<file path="config.mk">
export PLATFORM = sky130hd
export DESIGN_NAME = alu_mc
export DESIGN_NICKNAME = d
export VERILOG_FILES = /design/src/rtl/alu_pkg.sv /design/src/rtl/alu_core.sv /design/src/rtl/alu_mc.sv
export SDC_FILE = /design/constraint.sdc
export NUM_CORES = 1
export LEC_CHECK = 0
export BUFFER_PORTS_ARGS = -buffer_cell sky130_fd_sc_hd__buf_4
export CORE_MARGIN = 10
export CORE_UTILIZATION = 57
export CTS_CLUSTER_SIZE = 8
export DETAILED_ROUTE_END_ITERATION = 8
export GPL_TIMING_DRIVEN = 0
export PLACE_DENSITY = 0.8
export SYNTH_ARGS = -nofsm -noshare
export SYNTH_HDL_FRONTEND = slang
export SYNTH_HIERARCHICAL = 1
export SYNTH_SLANG_ARGS = --single-unit
</file>
<file path="constraint.sdc">
create_clock -name clk -period 13.4 [get_ports clk]
set_input_delay 0 -clock clk [delete_from_list [all_inputs] [get_ports clk]]
set_output_delay 0 -clock clk [all_outputs]
set_load 0.01 [all_outputs]
</file>
<file path="src/rtl/alu_pkg.sv">
// Shared encodings for the multi-cycle ALU: opcodes, sequencer states, op-class helpers.
// Latency: n/a (types and pure functions only).
// Backpressure: n/a.
package alu_pkg;

    typedef enum logic [2:0] {
        OP_AND = 3'd0,
        OP_OR  = 3'd1,
        OP_ADD = 3'd2,
        OP_SLT = 3'd3,
        OP_SLL = 3'd4,
        OP_SRL = 3'd5,
        OP_SRA = 3'd6,
        OP_MUL = 3'd7
    } op_e;

    typedef enum logic [1:0] {
        ST_IDLE = 2'd0,
        ST_BUSY = 2'd1,
        ST_DONE = 2'd2
    } state_e;

    // Ops whose result is produced by the combinational core at the accepting edge.
    function automatic logic is_single(op_e op);
        return (op == OP_AND) || (op == OP_OR) || (op == OP_ADD) || (op == OP_SLT);
    endfunction

    // Ops handled by the one-bit-per-cycle shifter.
    function automatic logic is_shift(op_e op);
        return (op == OP_SLL) || (op == OP_SRL) || (op == OP_SRA);
    endfunction

endpackage

</file>
<file path="src/rtl/alu_core.sv">
// Combinational AND/OR/ADD/SUB/SLT datapath with carry-out and signed overflow.
// Latency: 0 cycles (pure combinational).
// Backpressure: none; outputs follow inputs.
module alu_core
    import alu_pkg::*;
#(
    parameter int WIDTH = 16
) (
    input  logic [WIDTH-1:0] a,
    input  logic [WIDTH-1:0] b,
    input  op_e              op,
    input  logic             inv,
    output logic [WIDTH-1:0] r,
    output logic             cout,
    output logic             ovfl
);

    logic [WIDTH-1:0] b_eff;
    logic             cin;
    logic [WIDTH:0]   sum;
    logic [WIDTH:0]   diff;

    // Operand conditioning: inverted B for AND/OR/ADD, carry-in 1 turns ADD into SUB.
    always_comb begin
        b_eff = b;
        cin   = 1'b0;
        if (inv && (op == OP_AND || op == OP_OR || op == OP_ADD)) begin
            b_eff = ~b;
        end
        if (inv && op == OP_ADD) begin
            cin = 1'b1;
        end
    end

    // Adder plus a sign-extended subtractor; the extra bit keeps SLT correct on overflow.
    always_comb begin
        sum  = {1'b0, a} + {1'b0, b_eff} + {{WIDTH{1'b0}}, cin};
        diff = {a[WIDTH-1], a} - {b[WIDTH-1], b};
    end

    // Result select; carry and overflow are only meaningful for ADD/SUB.
    always_comb begin
        r    = '0;
        cout = 1'b0;
        ovfl = 1'b0;
        case (op)
            OP_AND: r = a & b_eff;
            OP_OR:  r = a | b_eff;
            OP_ADD: begin
                r    = sum[WIDTH-1:0];
                cout = sum[WIDTH];
                ovfl = (a[WIDTH-1] == b_eff[WIDTH-1]) && (sum[WIDTH-1] != a[WIDTH-1]);
            end
            OP_SLT: r = {{(WIDTH-1){1'b0}}, diff[WIDTH]};
            default: begin
                r    = '0;
                cout = 1'b0;
                ovfl = 1'b0;
            end
        endcase
    end

endmodule

</file>
<file path="src/rtl/alu_mc.sv">
// Multi-cycle ALU: 1-cycle logic/arith ops, bit-serial shifts, shift-add multiply.
// Latency: 1 cycle for AND/OR/ADD/SLT and zero shifts, n+1 for shift by n, WIDTH+1 for MUL.
// Backpressure: busy=1 while iterating; start is dropped (not queued) during busy.
module alu_mc
    import alu_pkg::*;
#(
    parameter int WIDTH = 16
) (
    input  logic             clk,
    input  logic             rst_n,
    input  logic             start,
    input  logic [2:0]       op,
    input  logic             inv,
    input  logic [WIDTH-1:0] A,
    input  logic [WIDTH-1:0] B,
    output logic             busy,
    output logic             done,
    output logic [WIDTH-1:0] R,
    output logic             cout,
    output logic             ovfl,
    output logic             zero
);

    localparam int             SHW     = $clog2(WIDTH);
    localparam int             CW      = SHW + 1;
    localparam logic [CW-1:0]  CNT_MUL = CW'(WIDTH);
    localparam logic [CW-1:0]  CNT_ONE = CW'(1);

    state_e             state_q, state_d;
    logic [WIDTH-1:0]   opa_q, opa_d;
    logic [WIDTH-1:0]   opb_q, opb_d;
    op_e                op_q, op_d;
    logic               inv_q, inv_d;
    logic [2*WIDTH-1:0] wk_q, wk_d;
    logic [CW-1:0]      cnt_q, cnt_d;
    logic [WIDTH-1:0]   r_q, r_d;
    logic               cout_q, cout_d;
    logic               ovfl_q, ovfl_d;
    logic               zero_q, zero_d;
    logic               busy_q, busy_d;
    logic               done_q, done_d;

    logic               accept;
    op_e                op_in;
    logic [SHW-1:0]     sh_amt;
    logic [WIDTH-1:0]   core_a, core_b;
    op_e                core_op;
    logic               core_inv;
    logic [WIDTH-1:0]   core_r;
    logic               core_cout, core_ovfl;
    logic [WIDTH-1:0]   shifted;
    logic [WIDTH:0]     hi_sum;
    logic [2*WIDTH-1:0] mul_next;

    // Request decode; the core sees live operands while accepting, held ones otherwise.
    always_comb begin
        accept   = start && (state_q != ST_BUSY);
        op_in    = op_e'(op);
        sh_amt   = B[SHW-1:0];
        core_a   = accept ? A     : opa_q;
        core_b   = accept ? B     : opb_q;
        core_op  = accept ? op_in : op_q;
        core_inv = accept ? inv   : inv_q;
    end

    alu_core #(
        .WIDTH (WIDTH)
    ) u_core (
        .a    (core_a),
        .b    (core_b),
        .op   (core_op),
        .inv  (core_inv),
        .r    (core_r),
        .cout (core_cout),
        .ovfl (core_ovfl)
    );

    // One-bit shift step on the low half of the working register.
    always_comb begin
        case (op_q)
            OP_SLL:  shifted = {wk_q[WIDTH-2:0], 1'b0};
            OP_SRL:  shifted = {1'b0, wk_q[WIDTH-1:1]};
            OP_SRA:  shifted = {wk_q[WIDTH-1], wk_q[WIDTH-1:1]};
            default: shifted = wk_q[WIDTH-1:0];
        endcase
    end

    // Shift-add multiply step: add A into the high half when the current multiplier bit
    // is set, then shift the {carry, high, low} product right by one.
    always_comb begin
        hi_sum   = {1'b0, wk_q[2*WIDTH-1:WIDTH]} + (opb_q[0] ? {1'b0, opa_q} : '0);
        mul_next = {hi_sum, wk_q[WIDTH-1:1]};
    end

    // Sequencer next-state and result update; results change only when entering DONE.
    always_comb begin
        state_d = state_q;
        opa_d   = opa_q;
        opb_d   = opb_q;
        op_d    = op_q;
        inv_d   = inv_q;
        wk_d    = wk_q;
        cnt_d   = cnt_q;
        r_d     = r_q;
        cout_d  = cout_q;
        ovfl_d  = ovfl_q;
        zero_d  = zero_q;
        case (state_q)
            ST_IDLE, ST_DONE: begin
                if (accept) begin
                    opa_d = A;
                    opb_d = B;
                    op_d  = op_in;
                    inv_d = inv;
                    if (is_single(op_in)) begin
                        state_d = ST_DONE;
                        r_d     = core_r;
                        cout_d  = core_cout;
                        ovfl_d  = core_ovfl;
                        zero_d  = (core_r == '0);
                    end else if (is_shift(op_in) && sh_amt == '0) begin
                        state_d = ST_DONE;
                        r_d     = A;
                        cout_d  = 1'b0;
                        ovfl_d  = 1'b0;
                        zero_d  = (A == '0);
                    end else if (is_shift(op_in)) begin
                        state_d = ST_BUSY;
                        wk_d    = {{WIDTH{1'b0}}, A};
                        cnt_d   = {1'b0, sh_amt};
                    end else begin
                        state_d = ST_BUSY;
                        wk_d    = '0;
                        cnt_d   = CNT_MUL;
                    end
                end else begin
                    state_d = ST_IDLE;
                end
            end
            ST_BUSY: begin
                cnt_d = cnt_q - CNT_ONE;
                if (op_q == OP_MUL) begin
                    opb_d = {1'b0, opb_q[WIDTH-1:1]};
                    wk_d  = mul_next;
                    if (cnt_q == CNT_ONE) begin
                        state_d = ST_DONE;
                        r_d     = mul_next[WIDTH-1:0];
                        cout_d  = 1'b0;
                        ovfl_d  = |mul_next[2*WIDTH-1:WIDTH];
                        zero_d  = (mul_next[WIDTH-1:0] == '0);
                    end
                end else begin
                    wk_d = {wk_q[2*WIDTH-1:WIDTH], shifted};
                    if (cnt_q == CNT_ONE) begin
                        state_d = ST_DONE;
                        r_d     = shifted;
                        cout_d  = 1'b0;
                        ovfl_d  = 1'b0;
                        zero_d  = (shifted == '0);
                    end
                end
            end
            default: state_d = ST_IDLE;
        endcase
        busy_d = (state_d == ST_BUSY);
        done_d = (state_d == ST_DONE);
    end

    // State, working and result registers; reset aborts any operation in flight.
    always_ff @(posedge clk or negedge rst_n) begin
        if (!rst_n) begin
            state_q <= ST_IDLE;
            opa_q   <= '0;
            opb_q   <= '0;
            op_q    <= OP_AND;
            inv_q   <= 1'b0;
            wk_q    <= '0;
            cnt_q   <= '0;
            r_q     <= '0;
            cout_q  <= 1'b0;
            ovfl_q  <= 1'b0;
            zero_q  <= 1'b0;
            busy_q  <= 1'b0;
            done_q  <= 1'b0;
        end else begin
            state_q <= state_d;
            opa_q   <= opa_d;
            opb_q   <= opb_d;
            op_q    <= op_d;
            inv_q   <= inv_d;
            wk_q    <= wk_d;
            cnt_q   <= cnt_d;
            r_q     <= r_d;
            cout_q  <= cout_d;
            ovfl_q  <= ovfl_d;
            zero_q  <= zero_d;
            busy_q  <= busy_d;
            done_q  <= done_d;
        end
    end

    assign busy = busy_q;
    assign done = done_q;
    assign R    = r_q;
    assign cout = cout_q;
    assign ovfl = ovfl_q;
    assign zero = zero_q;

endmodule

</file>
# After elaboration in Yosys (flattened, before gate mapping)
# Cells that the tools add are included.
[word_totals]
register_bits = 96
[classes]
add_sub_neg = 5
n_bitwise = 3
n_mux = 53
reduce_logical = 27
n_eq_ne = 27
[ops]
columns = ["cell", "n"]
rows = [
  ["16-bit 2-to-1 mux", 12],
  ["32-bit 2-to-1 mux", 4],
  ["16-bit logical NOT", 4],
  ["16-bit case mux with 2 select lines", 2],
  ["16-bit case mux with 4 select lines", 1],
  ["32-bit case mux with 2 select lines", 1],
  ["16-bit case mux with 3 select lines", 1],
  ["16-bit by 16-bit adder with 17-bit output", 2],
  ["3-bit == test, second input constant", 7],
  ["5-bit 2-to-1 mux", 4],
  ["1-bit 2-to-1 mux", 18],
  ["17-bit by 1-bit adder with 17-bit output", 1],
  ["16-bit by 16-bit subtractor with 17-bit output", 1],
  ["16-bit AND", 1],
  ["16-bit inverter", 1],
  ["16-bit OR", 1],
  ["16-bit OR reduction", 1],
  ["3-bit by 2-bit == test with 1-bit output, second input constant", 4],
  ["2-bit != test, second input constant", 5],
  ["5-bit case mux with 2 select lines", 1],
  ["2-bit 2-to-1 mux", 4],
  ["4-bit AND reduction", 2],
  ["1-bit logical OR", 7],
  ["3-bit by 1-bit == test with 1-bit output, second input constant", 2],
  ["19 further kinds", 28],
]

# Depth between registers and ports, before layout
[logic_depth]
depth_word = 16
mapped_depth = 27
depth_no_buf = 22

# By module
# Netlist, hierarchy kept.
[modules_own_cells]
columns = ["module", "n_inst", "cells_per_inst", "area_per_inst_um2", "seq_area_each_um2"]
rows = [
  ["alu_mc", 1, 749, 6497.5, 2402.3],
  ["alu_core", 1, 293, 2063.2, 0.0],
]

# Least setup slack after synthesis
# Ideal clock, no wire load.
[synth_timing]
path_type = "register to register"
start = "reg state_q[1]"
end = "reg zero_q (netlist: zero)"
arrival_ps = 5138
period_less_slack_ps = 5215
path_stages_with_launch = 27
path_buffers = 5
t_required_ps = 13322
setup_slack_ps = 8185
path_cell_list = "dfrtp_1 nand2b_1 clkbuf_1 nand2_1 buf_2 mux2_2 clkbuf_1 nand3b_1 buf_2 buf_2 xnor2_1 fa_1 inv_1 fa_1 nand2b_1 a211oi_2 o41ai_4 mux2i_1 a2111oi_0 nor3_1 nor4_1 nand4_1 nor4_1 o21ai_0 o21ai_0 nor3_1 a21oi_1"
[synth_via]
elab_chain_cells = 15
[synth_lines]
columns = ["item", "line_no", "text"]
rows = [
  ["start, declared", "alu_mc.sv:29", "state_e state_q, state_d;"],
  ["start signal, assigned", "alu_mc.sv:186", "state_q <= state_d;"],
  ["2-bit by 1-bit != test with 1-bit output (*)", "alu_mc.sv:57", "accept = start && (state_q != ST_BUSY);"],
  ["1-bit logical AND (*)", "alu_mc.sv:57", ""],
  ["3-bit 2-to-1 mux (*)", "-", ""],
  ["net core_op[2]", "alu_mc.sv:47", "op_e core_op;"],
  ["3-bit by 1-bit == test with 1-bit output / 3-bit logical NOT (equally long branches)", "alu_core.sv:27, alu_core.sv:46", ""],
  ["1-bit logical OR (2 in series)", "alu_core.sv:27", "if (inv && (op == OP_AND || op == OP_OR || op == OP_ADD)) begin"],
  ["1-bit logical AND", "alu_core.sv:27", ""],
  ["16-bit 2-to-1 mux", "alu_core.sv:27", ""],
  ["16-bit by 16-bit adder with 17-bit output", "alu_core.sv:37", "sum = {1'b0, a} + {1'b0, b_eff} + {{WIDTH{1'b0}}, cin};"],
  ["17-bit by 1-bit adder with 17-bit output", "alu_core.sv:37", ""],
  ["16-bit case mux with 4 select lines (*)", "alu_core.sv:46", "case (op)"],
  ["net core_r[12]", "alu_mc.sv:49", "logic [WIDTH-1:0] core_r;"],
  ["16-bit logical NOT (*)", "alu_mc.sv:120", "zero_d = (core_r == '0);"],
  ["1-bit 2-to-1 mux (*)", "alu_mc.sv:115", "if (is_single(op_in)) begin"],
  ["1-bit 2-to-1 mux (*)", "alu_mc.sv:110", "if (accept) begin"],
  ["1-bit case mux with 2 select lines (*)", "alu_mc.sv:108", "case (state_q)"],
  ["end signal, assigned", "alu_mc.sv:196", "zero_q <= zero_d;"],
  ["end, declared", "alu_mc.sv:39", "logic zero_q, zero_d;"],
]
# The timed path passes the listed nets; every way through them passes the cells marked *. The select of a mux whose other input is x is not followed.
# A chain may end at the register's enable or synchronous reset.

# Final worst setup path
[layout_timing]
start = "reg state_q[0]"
end = "reg zero_q (netlist: zero)"
# Same word-level chain as after synthesis.

==> impl_metrics.toml <==
[timing]
hold_viol_final = 0
slew_violations = 0
fin_crit_ns = 6.71
skew_ns = 0.00771
rsz0062_at_grt = "false"
tightest_slew_ns = 1.27
slew_headroom = 0.150
timing.fmax_ghz = 0.149
hold_slack_ns = 0.0446
final-setup-viol-count = 0
fin_crit_sh = 0.501
tns_ns = 0

[clock_tree]
clock_sink_count = 96
cts_tree = "built"
clk_pin_slew_ns = 0.07
cts_setup_buffers = 0
cts_max_level = 3
cts.repair.resized = 0
cts_buffers = 9
clock-root-buffer = "clkbuf_16"
insertion_delay_ns = 0.36
clk_path_buf_depth = 2

[floorplanning]
row_count = 44
die_w_um = 143
ios = 60
core_um2 = 14600
dieArea_um2 = 20300
die_y_um = 143
initial_core_util = 0.585

[worst_hold_path]
hp-class = "primary input to flip-flop"
hold_depth = 4

[logic_synthesis]
ys_seq_area_frac = 0.281
synthAdderAreaFrac = 0.102
synthSimpleGateAreaFrac = 0.170
synth_seq_cells = 96
synth_xor_area_frac = 0.0368
syn_nets = 1149
syn_area_per_cell_um2 = 8.22
yosys_warnings = 6
synth_compound_gate_area_share = 0.252
netlist_area_um2 = 8560
syn_inst = 1042
synthTopCellsByArea = "dfrtp_1 28%, ha_1 9.5%, mux2_2 7.9%"
synth_top_family_by_area = "compound AO/OA/AOI/OAI gates"
yosysUniqueCellTypes = 73
async_flop_share = 1.00
synth_common_cells = "96 x dfrtp_1, 96 x nand2_1, 87 x nor2_1"
yosys.area.top_type_share = 0.281
synth-main-ff-cell = "dfrtp_1"
yosysTopAreaCell = "dfrtp_1"
synth.area.mux_share = 0.0871
synth-edff-count = 0

[drt]
avgRoutedWirePerCell_um = 20.9
antenna_left = 0
routed_wl_um = 27600
drc_errors = 0
vias_per_cell = 6.39
first_iter_violations = 872
num_vias = 8428
firstDrtPassIters = 5

[setup_path]
reg2reg_depth = 27
arrival_ns = 7.00
path_class = "flip-flop to flip-flop"
critPathCaptureType = "flip-flop"
crit_fanout = 10
start_kind = "flip-flop"
worstPathRequired_ns = 13.69

[power]
peakVddDrop_v = 0.000149
p_leak_nw = 4.31
powerDensity_nw_per_um2 = 309

[outcome]
status = "finished clean"

[global_routing]
antenna_found_initial = 0
grt_usage = 0.269
grt_pass1_wl_um = 43400
grt_max_degree = 97
overflow = 0
grt_pass1_vias = 8033

[job]
maxCapViolations = 0

[placed_design]
io_buffers = 58
dpl.cell_count = 1284
hpwl_um = 21000
gp_congestion = 1.01

[layout]
syn_to_final_growth_pct = 13.5
nets = 1237
drive_above_1_share = 0.146
finalNonFillerCells = 1319
n_antenna_cell = 0
## path summary, 6_finish.rpt
path	from	endpoint	slack, ns
setup / recovery	state_q[0]	zero	6.69
hold / removal	A[2]	wk_q[2]	0.04
setup reg to reg	state_q[0]	zero	6.69
hold reg to reg	R[0]	R[0]	0.48
max in group asynchronous	rst_n	cnt_q[2]	12.13
min in group asynchronous	rst_n	wk_q[8]	0.43
## routing by layer
layer | wire length [um] | GRT usage
met5 | 0 | 0
met4 | 855 | 0.0934
met3 | 1990 | 0.0461
met2 | 12800 | 0.431
met1 | 11900 | 0.358
## final cells by class
type / instances / area [um^2]
buffer: 72 / 295
clock buffer: 10 / 229
clock inverter: 6 / 73.8
fill: 1249 / 4920
inverter: 86 / 323
multi-input combinational: 788 / 5540
sequential: 96 / 2400
tap: 184 / 230
timing repair buffer: 77 / 626
## critical path: stages (launching register included)
cell	delay (ns)
dfrtp_1	0.42
nand2b_1	0.08
clkbuf_1	0.28
nand2_1	0.34
buf_2	0.33
mux2_2	0.27
clkbuf_1	0.29
nand2_1	0.19
nand3b_1	0.12
buf_2	0.24
buf_2	0.36
xnor2_1	0.24
fa_1	0.30
inv_1	0.07
fa_1	0.39
nand2b_1	0.20
a211oi_2	0.38
o41ai_4	0.14
mux2i_1	0.14
a2111oi_0	0.47
nor3_1	0.13
nor4_1	0.34
nand4_1	0.13
nor4_1	0.24
o21ai_0	0.19
o21ai_0	0.13
nor3_1	0.08
a21oi_1	0.14
## registers in the layout, summed over array words and instances, names as in the netlist
signal   count
cnt_q        5
opa_q       16
state_q      2
inv_q        1
done         1
wk_q        32
cout         1
zero         1
opb_q       16
ovfl         1
op_q         3
busy         1
R           16
## report_power, final
part / switching, mW / internal, mW
sequential: 0.0914 / 0.429
clock: 0.126 / 0.148
combinational: 1.32 / 0.891
## kinds of logic (layout without fill, tap and decap cells)
logic type | after synthesis | in the layout
XOR/XNOR | 36 | 36
adder cells (fa/ha/maj) | 68 | 68
AND/OR/NAND/NOR | 305 | 305
buffers and inverters | 158 | 251
AO/OA/AOI/OAI | 312 | 312
flip-flops | 96 | 96
multiplexers | 67 | 67
## cell usage in the layout (no fill, tap or decap), types with 7 or more instances in the layout
master / Yosys / routed
a2bb2oi_1: 10 / 10
xnor2_1: 30 / 30
nor2_1: 87 / 87
nand2_1: 96 / 96
a21oi_1: 50 / 50
mux2_2: 60 / 60
nor3_1: 16 / 16
o211ai_1: 23 / 23
nor4_1: 13 / 13
dlygate4sd3_1: 0 / 19
buf_1: 7 / 7
and2_1: 19 / 19
inv_1: 85 / 85
a211oi_1: 37 / 37
dfrtp_1: 96 / 96
nand2b_1: 12 / 12
o21a_1: 8 / 8
clkbuf_16: 0 / 9
o21ai_0: 60 / 60
a21o_1: 9 / 9
o221ai_1: 12 / 12
buf_2: 13 / 13
o22ai_1: 25 / 25
a22oi_1: 7 / 7
ha_1: 65 / 65
mux2i_1: 7 / 7
clkbuf_1: 50 / 51
buf_4: 0 / 58
nand4_1: 10 / 10
o31ai_1: 15 / 15
nor2b_1: 19 / 19
a31oi_1: 7 / 7
nand3_1: 12 / 12
## through the flow
step	total power, mW	utilization	cell area, um^2	setup slack [ns]
5_1_grt	3.24	0.664	9720	6.32
3_3_place_gp	2.62	0.630	9230	6.93
6_report	3.01	0.664	9720	6.69
4_1_cts	2.95	0.664	9720	6.85
2_1_floorplan	2.12	-	8560	8.18
3_5_place_dp	2.66	0.630	9230	6.91
## what timing repair did
item | CTS | global route
hold buffers | 19 | 0
endpoints found under the hold margin | 114 | 0
setup endpoints to repair | 0 | 0
No activity file was read; power rests on OpenSTA's default activity.
